===== src/rtl/ex_mem_boot_loader.sv =====
// Boot loader: packs a 32-bit valid/ready word stream into dual-word instruction/data
// memory writes and holds the core in reset until a settle delay after the last write.
// Optional BOOT_LOADER_CHECKSUM_EN: a trailing XOR checksum word must match before release.
module ex_mem_boot_loader #(
    parameter int ADDR_W         = 9,
    parameter int DATA_W         = 32,
    parameter int RELEASE_CYCLES = 4
) (
    input  logic              clk,
    input  logic              reset,
    input  logic              start,
    input  logic [ADDR_W:0]   inst_len,
    input  logic [ADDR_W:0]   data_len,
    input  logic              s_valid,
    input  logic [DATA_W-1:0] s_data,
    output logic              s_ready,
    output logic              inst_we,
    output logic [ADDR_W-1:0] inst_addr,
    output logic [DATA_W-1:0] inst_data1,
    output logic [DATA_W-1:0] inst_data2,
    output logic              data_we,
    output logic [ADDR_W-1:0] data_addr,
    output logic [DATA_W-1:0] data_data1,
    output logic [DATA_W-1:0] data_data2,
    output logic              enable_load_ex_mem,
    output logic              core_reset,
    output logic              busy,
    output logic              done,
    output logic              error
);

    typedef enum logic [3:0] {
        S_IDLE,
        S_INST_LO,
        S_INST_HI,
        S_DATA_LO,
        S_DATA_HI,
`ifdef BOOT_LOADER_CHECKSUM_EN
        S_CHK,
`endif
        S_SETTLE,
        S_RUN,
        S_ERR
    } state_t;

    localparam logic [ADDR_W:0] MAX_LEN     = {1'b1, {ADDR_W{1'b0}}};
    localparam logic [7:0]      SETTLE_LAST = 8'(RELEASE_CYCLES - 1);
`ifdef BOOT_LOADER_CHECKSUM_EN
    localparam state_t AFTER_LOAD = S_CHK;
`else
    localparam state_t AFTER_LOAD = S_SETTLE;
`endif

    state_t              state_q, state_d;
    logic [ADDR_W:0]     inst_len_q, data_len_q;
    logic [ADDR_W:0]     cnt_q;
    logic [DATA_W-1:0]   lo_q;
    logic [7:0]          settle_q;

    logic accept_start, len_bad, inst_last, data_last;
    logic cap_lo, inst_wr, data_wr, cnt_inc, cnt_clr, release_core, set_err;

`ifdef BOOT_LOADER_CHECKSUM_EN
    logic [DATA_W-1:0] csum_q;
`endif

    assign accept_start = start && (state_q == S_IDLE || state_q == S_RUN || state_q == S_ERR);
    assign len_bad      = (inst_len > MAX_LEN) || (data_len > MAX_LEN);
    // The counter is one bit wider than the address, so length 512 ends at 511 without wrapping.
    assign inst_last    = (cnt_q == inst_len_q - 1'b1);
    assign data_last    = (cnt_q == data_len_q - 1'b1);

    always_ff @(posedge clk) begin
        if (reset) state_q <= S_IDLE;
        else       state_q <= state_d;
    end

    always_comb begin
        // NOTE: every signal driven here gets a default first so no latch is inferred.
        state_d      = state_q;
        s_ready      = 1'b0;
        cap_lo       = 1'b0;
        inst_wr      = 1'b0;
        data_wr      = 1'b0;
        cnt_inc      = 1'b0;
        cnt_clr      = 1'b0;
        release_core = 1'b0;
        set_err      = 1'b0;
        case (state_q)
            S_INST_LO, S_DATA_LO: begin
                s_ready = 1'b1;
                if (s_valid) begin
                    cap_lo  = 1'b1;
                    state_d = (state_q == S_INST_LO) ? S_INST_HI : S_DATA_HI;
                end
            end
            S_INST_HI: begin
                s_ready = 1'b1;
                if (s_valid) begin
                    inst_wr = 1'b1;
                    if (inst_last) begin
                        cnt_clr = 1'b1;
                        if (data_len_q != '0) state_d = S_DATA_LO;
                        else                  state_d = AFTER_LOAD;
                    end else begin
                        cnt_inc = 1'b1;
                        state_d = S_INST_LO;
                    end
                end
            end
            S_DATA_HI: begin
                s_ready = 1'b1;
                if (s_valid) begin
                    data_wr = 1'b1;
                    if (data_last) begin
                        cnt_clr = 1'b1;
                        state_d = AFTER_LOAD;
                    end else begin
                        cnt_inc = 1'b1;
                        state_d = S_DATA_LO;
                    end
                end
            end
`ifdef BOOT_LOADER_CHECKSUM_EN
            S_CHK: begin
                s_ready = 1'b1;
                if (s_valid) begin
                    if (s_data == csum_q) begin
                        state_d = S_SETTLE;
                    end else begin
                        set_err = 1'b1;
                        state_d = S_ERR;
                    end
                end
            end
`endif
            S_SETTLE: begin
                if (settle_q == SETTLE_LAST) begin
                    release_core = 1'b1;
                    state_d      = S_RUN;
                end
            end
            default: ;
        endcase
        if (accept_start) begin
            if (len_bad)              state_d = S_ERR;
            else if (inst_len != '0)  state_d = S_INST_LO;
            else if (data_len != '0)  state_d = S_DATA_LO;
            else                      state_d = S_SETTLE;
        end
    end

    // NOTE: sequential state uses non-blocking assignments so every register samples pre-edge values.
    always_ff @(posedge clk) begin
        if (reset) begin
            inst_len_q <= '0;
            data_len_q <= '0;
            cnt_q      <= '0;
            lo_q       <= '0;
            settle_q   <= '0;
            inst_we    <= 1'b0;
            inst_addr  <= '0;
            inst_data1 <= '0;
            inst_data2 <= '0;
            data_we    <= 1'b0;
            data_addr  <= '0;
            data_data1 <= '0;
            data_data2 <= '0;
            core_reset <= 1'b1;
            error      <= 1'b0;
        end else begin
            inst_we <= inst_wr;
            data_we <= data_wr;
            if (inst_wr) begin
                inst_addr  <= cnt_q[ADDR_W-1:0];
                inst_data1 <= lo_q;
                inst_data2 <= s_data;
            end
            if (data_wr) begin
                data_addr  <= cnt_q[ADDR_W-1:0];
                data_data1 <= lo_q;
                data_data2 <= s_data;
            end
            if (cap_lo) lo_q <= s_data;

            if (accept_start || cnt_clr) cnt_q <= '0;
            else if (cnt_inc)            cnt_q <= cnt_q + 1'b1;

            settle_q <= (state_q == S_SETTLE) ? settle_q + 8'd1 : 8'd0;

            if (accept_start) begin
                inst_len_q <= inst_len;
                data_len_q <= data_len;
                error      <= len_bad;
                core_reset <= 1'b1;
            end else begin
                if (set_err)      error      <= 1'b1;
                if (release_core) core_reset <= 1'b0;
            end
        end
    end

`ifdef BOOT_LOADER_CHECKSUM_EN
    always_ff @(posedge clk) begin
        if (reset || accept_start)
            csum_q <= '0;
        else if (s_valid && s_ready && state_q != S_CHK)
            csum_q <= csum_q ^ s_data;
    end
`endif

    assign busy = !(state_q == S_IDLE || state_q == S_RUN);
    assign done = (state_q == S_RUN);
    assign enable_load_ex_mem = s_ready || inst_we || data_we;

endmodule


===== config.mk =====
export PLATFORM = sky130hd
export DESIGN_NAME = ex_mem_boot_loader
export DESIGN_NICKNAME = d
export VERILOG_FILES = /design/src/rtl/ex_mem_boot_loader.sv
export SDC_FILE = /design/constraint.sdc
export NUM_CORES = 1
export LEC_CHECK = 0
export CAP_MARGIN = 20
export CORE_MARGIN = 3
export CORE_UTILIZATION = 45
export CTS_BUF_LIST = sky130_fd_sc_hd__clkbuf_16
export DETAILED_ROUTE_END_ITERATION = 8
export PLACE_DENSITY = 0.76
export SETUP_SLACK_MARGIN = 0.2
export SLEW_MARGIN = 20
export SYNTH_ARGS = -nofsm -noshare
export SYNTH_HDL_FRONTEND = slang
export SYNTH_SLANG_ARGS = --single-unit

===== constraint.sdc =====
create_clock -name clk -period 2.4 [get_ports clk]
set_input_delay 0.36 -clock clk [delete_from_list [all_inputs] [get_ports clk]]
set_output_delay 0.36 -clock clk [all_outputs]
set_load 0.03 [all_outputs]

# Word-level counts from Yosys, hierarchy flattened
# Cells that the tools add are included.
[op_classes]
n_mux = 30
n_addsub = 4
n_eq_ne = 14
bitwise_logic = 1
n_reduce_logical = 19
magnitude_cmp = 2
[op_table]
columns = ["op", "n"]
rows = [
  ["$reduce_bool A10 Y1", 3],
  ["$mux W4", 6],
  ["$eq A10 B10 Y1", 2],
  ["$gt A10 B10 Y1 const B", 2],
  ["$sub A10 B1 Y10 const B", 2],
  ["$mux W3", 6],
  ["$eq A4 B3 Y1 const B", 4],
  ["$pmux W4 S4", 1],
  ["$mux W1", 15],
  ["$ne A3 B3 Y1 const B", 4],
  ["$add A10 B1 Y10 const B", 1],
  ["$add A8 B1 Y8 const B", 1],
  ["$eq A4 B2 Y1 const B", 2],
  ["$eq A8 B2 Y1 const B", 1],
  ["$reduce_or A2 Y1", 4],
  ["$logic_or A1 B1 Y1", 6],
  ["$reduce_and A5 Y1", 1],
  ["$reduce_bool A5 Y1", 1],
  ["$eq A4 B1 Y1 const B", 1],
  ["$logic_not A4 Y1", 1],
  ["$pmux W1 S2", 2],
  ["$reduce_or A4 Y1", 1],
  ["$logic_and A1 B1 Y1", 1],
  ["$logic_not A1 Y1", 1],
  ["$not A1 Y1", 1],
]
[totals]
register_bits = 224
in_bits = 56

# Logic depth before layout (Yosys ltp)
# Gate-level depths: netlist of the first run.
[depth]
word_depth = 7
ltp_mapped = 10
ltp_nobuf = 9

# Worst setup path after synthesis of the first run
# OpenSTA, ideal clock, no wires.
[synth_timing]
path_kind = "register to register"
startpoint = "register inst_len_q[0]"
endpoint = "register cnt_q[6]"
required_time_ns = 2.280
synth_period_minus_slack_ns = 2.305
stages_incl_launch_ff = 11
arrival_ns = 2.185
setup_slack_ns = 0.095
path_buffers = 1
path_cell_list = "dfxtp_1 inv_1 ha_1 nor4b_4 nor3b_2 o21ai_1 a22o_1 nor4_4 buf_4 nor3_1 a211o_1"
[synth_between]
elab_chain_len = 7
[synth_rtl]
columns = ["item", "line_no", "rtl"]
rows = [
  ["from (decl)", "55", "logic [ADDR_W:0] inst_len_q, data_len_q;"],
  ["from (signal assigned)", "192", "inst_len_q <= inst_len;"],
  ["$sub A10 B1 Y10 (*)", "70", "assign inst_last = (cnt_q == inst_len_q - 1'b1);"],
  ["$eq A10 B10 Y1 (*)", "70", ""],
  ["$mux W1", "101", "if (inst_last) begin"],
  ["$mux W1", "99", "if (s_valid) begin"],
  ["$pmux W1 S2", "89", "case (state_q)"],
  ["$logic_or A1 B1 Y1", "186", "if (accept_start || cnt_clr) cnt_q <= '0;"],
  ["$reduce_or A2 Y1 (no line)", "n/a", ""],
  ["to (signal assigned)", "187", "else if (cnt_inc) cnt_q <= cnt_q + 1'b1;"],
  ["to (decl)", "56", "logic [ADDR_W:0] cnt_q;"],
]
# Mark *: on every way between the ends. The rest lies on a longest branch, timed or not.
# A chain may end at the register's enable or synchronous reset.

# Worst setup path in the final report of the first run
# Same ends and word-level chain as after synthesis.

==> results of run 1 <==
==> report_power, final <==
part / total [mW] / switching, mW / internal (mW)
Clock: 3.47 / 1.45 / 2.02
Combinational: 3.33 / 1.95 / 1.38
Sequential: 4.29 / 0.275 / 4.01
==> how the worst max path moves through the flow <==
stage                       start                  to  slack, ns
floorplan           inst_len_q[0]            cnt_q[2]       0.22
global placement      inst_len[3]          state_q[1]      -0.03
detailed placement    inst_len[3]          state_q[1]      -0.08
CTS                    state_q[0]  enable_load_ex_mem       0.02
global route        inst_len_q[0]            cnt_q[0]       0.03
finish              inst_len_q[0]            cnt_q[6]       0.14
==> worst register-to-register path, stage by stage, from the launching register on <==
cell,delay [ns]
dfxtp_2,0.32
inv_2,0.06
ha_4,0.15
nor4b_4,0.18
buf_4,0.18
nor3b_4,0.18
o21ai_1,0.07
a22o_1,0.28
nor4_4,0.21
buf_4,0.21
nor3_2,0.04
a211o_1,0.26
==> cells by family (layout without fill, tap and decap cells) <==
family / after synthesis / count (layout) / synth area share
simple gates: 555 / 555 / 0.2697
compound gates: 242 / 242 / 0.1469
flops: 223 / 223 / 0.5027
buf+inv: 93 / 304 / 0.04241
xor+xnor: 32 / 32 / 0.03156
fa+ha+maj: 4 / 4 / 0.005636
mux: 1 / 1 / 0.001127
==> state kept, by name, indices dropped and copies added (netlist names) <==
register	flops
data_we	1
state_q	3
data_data1	32
data_len_q	10
inst_data1	32
error	1
inst_we	1
cnt_q	10
inst_len_q	10
lo_q	32
core_reset	1
inst_addr	9
inst_data2	32
data_addr	9
settle_q	8
data_data2	32
==> placed cells by master, fill, tap and decap left out, drive strengths merged, types with 8 or more instances in the layout <==
cell type      instances
nand2                415
dfxtp                223
a21oi                208
clkdlybuf4s50        204
buf                   46
nor2                  35
clkbuf                28
nand3                 23
xnor2                 19
xor2                  13
nor3                  13
inv                   11
nand2b                10
clkinv                10
or3                    8
==> repair_timing <==
action	4_1_cts	5_1_grt
pin swaps	4	8
cloned	1	4
endpoints found under the setup margin	14	88
resized for setup	27	39
setup buffers	3	7
==> area by class of cell <==
type,count,area share
clock buffer,24,0.04847
inverter,8,0.002424
sequential,223,0.3615
multi-input combinational,834,0.3423
clock inverter,16,0.01081
tap,260,0.02626
timing repair buffer,256,0.2082
==> through the flow <==
| step | hold slack (ns) | setup WS, ns | setup TNS, ns |
|---|---|---|---|
| finish | 0.3011 | 0.1374 | 0 |
| global route | 0.3113 | 0.02924 | 0 |
| CTS | 0.4047 | 0.02398 | 0 |
| detailed placement | 0.4457 | -0.07594 | -0.07594 |
| global placement | 0.4406 | -0.03472 | -0.03472 |
| floorplan | 0.4377 | 0.2185 | 0 |
==> metal layers <==
metal | wire (um) | share of wire
met3 | 2100 | 0.081
met4 | 777 | 0.030
met2 | 12500 | 0.48
met5 | 0 | 0
met1 | 10670 | 0.41
==> flow_metrics.py, run 1 <==
metrics = {
    "outcome": {
        "status": "finished clean",
    },
    "global_route": {
        "grt_max_degree": 154,
        "use_met3": 0.07263,
        "overflow": 0,
        "grt_pass1_wl_um": 40710,
        "antenna_found_initial": 0,
        "grt_pass1_vias": 8016,
        "grt.total_usage": 0.2269,
        "grt_util_met1": 0.2721,
        "busiest_layer": "met2",
        "gr-usage-met2": 0.3913,
    },
    "setup_path": {
        "cp_data_required_time_ns": 2.79,
        "max_stage_delay_ns": 0.32,
        "rrSetupSlack_ns": 0.14,
        "r2r-start": "inst_len_q[0]",
        "cp_common_cell": "buf_4",
        "crit_family": "compound AO/OA/AOI/OAI gates",
        "crit_type": "flop to flop",
        "path_cells": "inv_2 > ha_4 > nor4b_4 > buf_4 > nor3b_4 > o21ai_1 > a22o_1 > nor4_4 > buf_4 > nor3_2 > a211o_1",
        "crit_fanout": 6,
        "worstPathArrival_ns": 2.66,
        "reg2reg_to": "cnt_q[6]",
        "cp_slowest_cell": "dfxtp_2",
        "end_kind": "flop",
        "crit_buf_inv": 3,
        "worst_r2r_path_depth": 11,
        "path_depth": 11,
        "worstSetupStartpointType": "flop",
    },
    "logic_synthesis": {
        "syn_inst": 1150,
        "synth_largest_area_cell": "dfxtp_1",
        "yosys_register_bits": 223,
        "synth_area_leaders": "dfxtp_1 50%, nand2_1 18%, a21oi_1 12%, clkbuf_1 2.9%, xnor2_1 1.9%",
        "yosysSeqAreaShare": 0.5027,
        "synth.top_cell.area_share": 0.5027,
        "synthFlopType": "dfxtp_1",
        "netlist_area_um2": 8881,
        "yosysMostFrequentCell": "nand2_1",
        "ys_warn_count": 0,
        "syn_nets": 1210,
        "synth_cell_types": 57,
        "synth_edf_count": 0,
        "syn_avg_cell_area_um2": 7.723,
        "synthTopCellsByCount": "415 x nand2_1, 223 x dfxtp_1, 208 x a21oi_1, 69 x clkbuf_1, 35 x nor2_1",
        "synthArstFlopShare": 0,
    },
    "detailed_routing": {
        "wl_per_cell_um": 16.07,
        "drt_iter0_drc": 478,
        "route.detailed.drc": 0,
        "avgViaCountPerCell": 5.225,
        "wirelength_um": 26050,
        "first_pass_iters": 5,
        "vias": 8470,
        "antenna_left": 0,
    },
    "sta": {
        "finalHoldViolations": 0,
        "fin_crit_sh": 0.9427,
        "max_freq_mhz": 442.0,
        "max-slew-margin-rel": 0.4317,
        "period_minus_slack_ns": 2.263,
        "slew_violations": 0,
        "tightest_slew_ns": 0.8406,
        "finClkSkew_ns": 0.01446,
        "finalSetupViolCount": 0,
        "rsz0062_at_grt": "true",
    },
    "layout": {
        "finalInstanceArea_um2": 12390,
        "synthToLayoutAreaGrowth_pct": 39.50,
        "antennaDiodeCount": 0,
        "nets": 1407,
        "utilization": 0.6514,
        "nFillCells": 1665,
        "final_cells": 1621,
        "seq_area_um2": 4479,
        "multi_input_area_um2": 4240,
        "drive_gt1_frac": 0.09993,
    },
    "floorplan": {
        "io_pins": 210,
        "core_area_um2": 19020,
        "dieArea_um2": 21460,
        "die_w_um": 146.5,
        "die_h_um": 146.5,
        "row_count": 50,
        "start_util": 0.4670,
    },
    "power": {
        "p_total_mw": 11.09,
        "ir_worst_vdd_mv": 0.6478,
        "power.density_nw_per_um2": 894.8,
        "leakage_nw": 4.305,
    },
    "min_path": {
        "min_from": "reset",
        "min_to": "cnt_q[0]",
        "worstHoldPathType": "input port to flop",
        "min_path_cells": 3,
    },
    "clocking": {
        "clock-sinks": 223,
        "root_buffer": "clkbuf_16",
        "holdBufCountCts": 0,
        "clkTransAtPathRegs_ns": 0.06,
        "cts_tree": "built",
        "cts_inserted_buffers": 24,
        "clockBufferDepth": 3,
        "insertion_delay_ns": 0.52,
        "htreeDepth": 1,
    },
    "place": {
        "dpl_cell_area_um2": 11300,
        "dp_cells": 1566,
        "portBuffers": 209,
        "gp_congestion": 0.8617,
        "dp_hpwl_um": 16850,
    },
    "run": {
        "cap_violations": 0,
    },
}
No activity file was read; power rests on OpenSTA's default activity.
==> run 2, diff against run 1 <==
Settings changed: CTS_CLUSTER_DIAMETER set to 100.
==> results of run 2 <==
Final layout, timing and power as in run 1 (identical DEF).
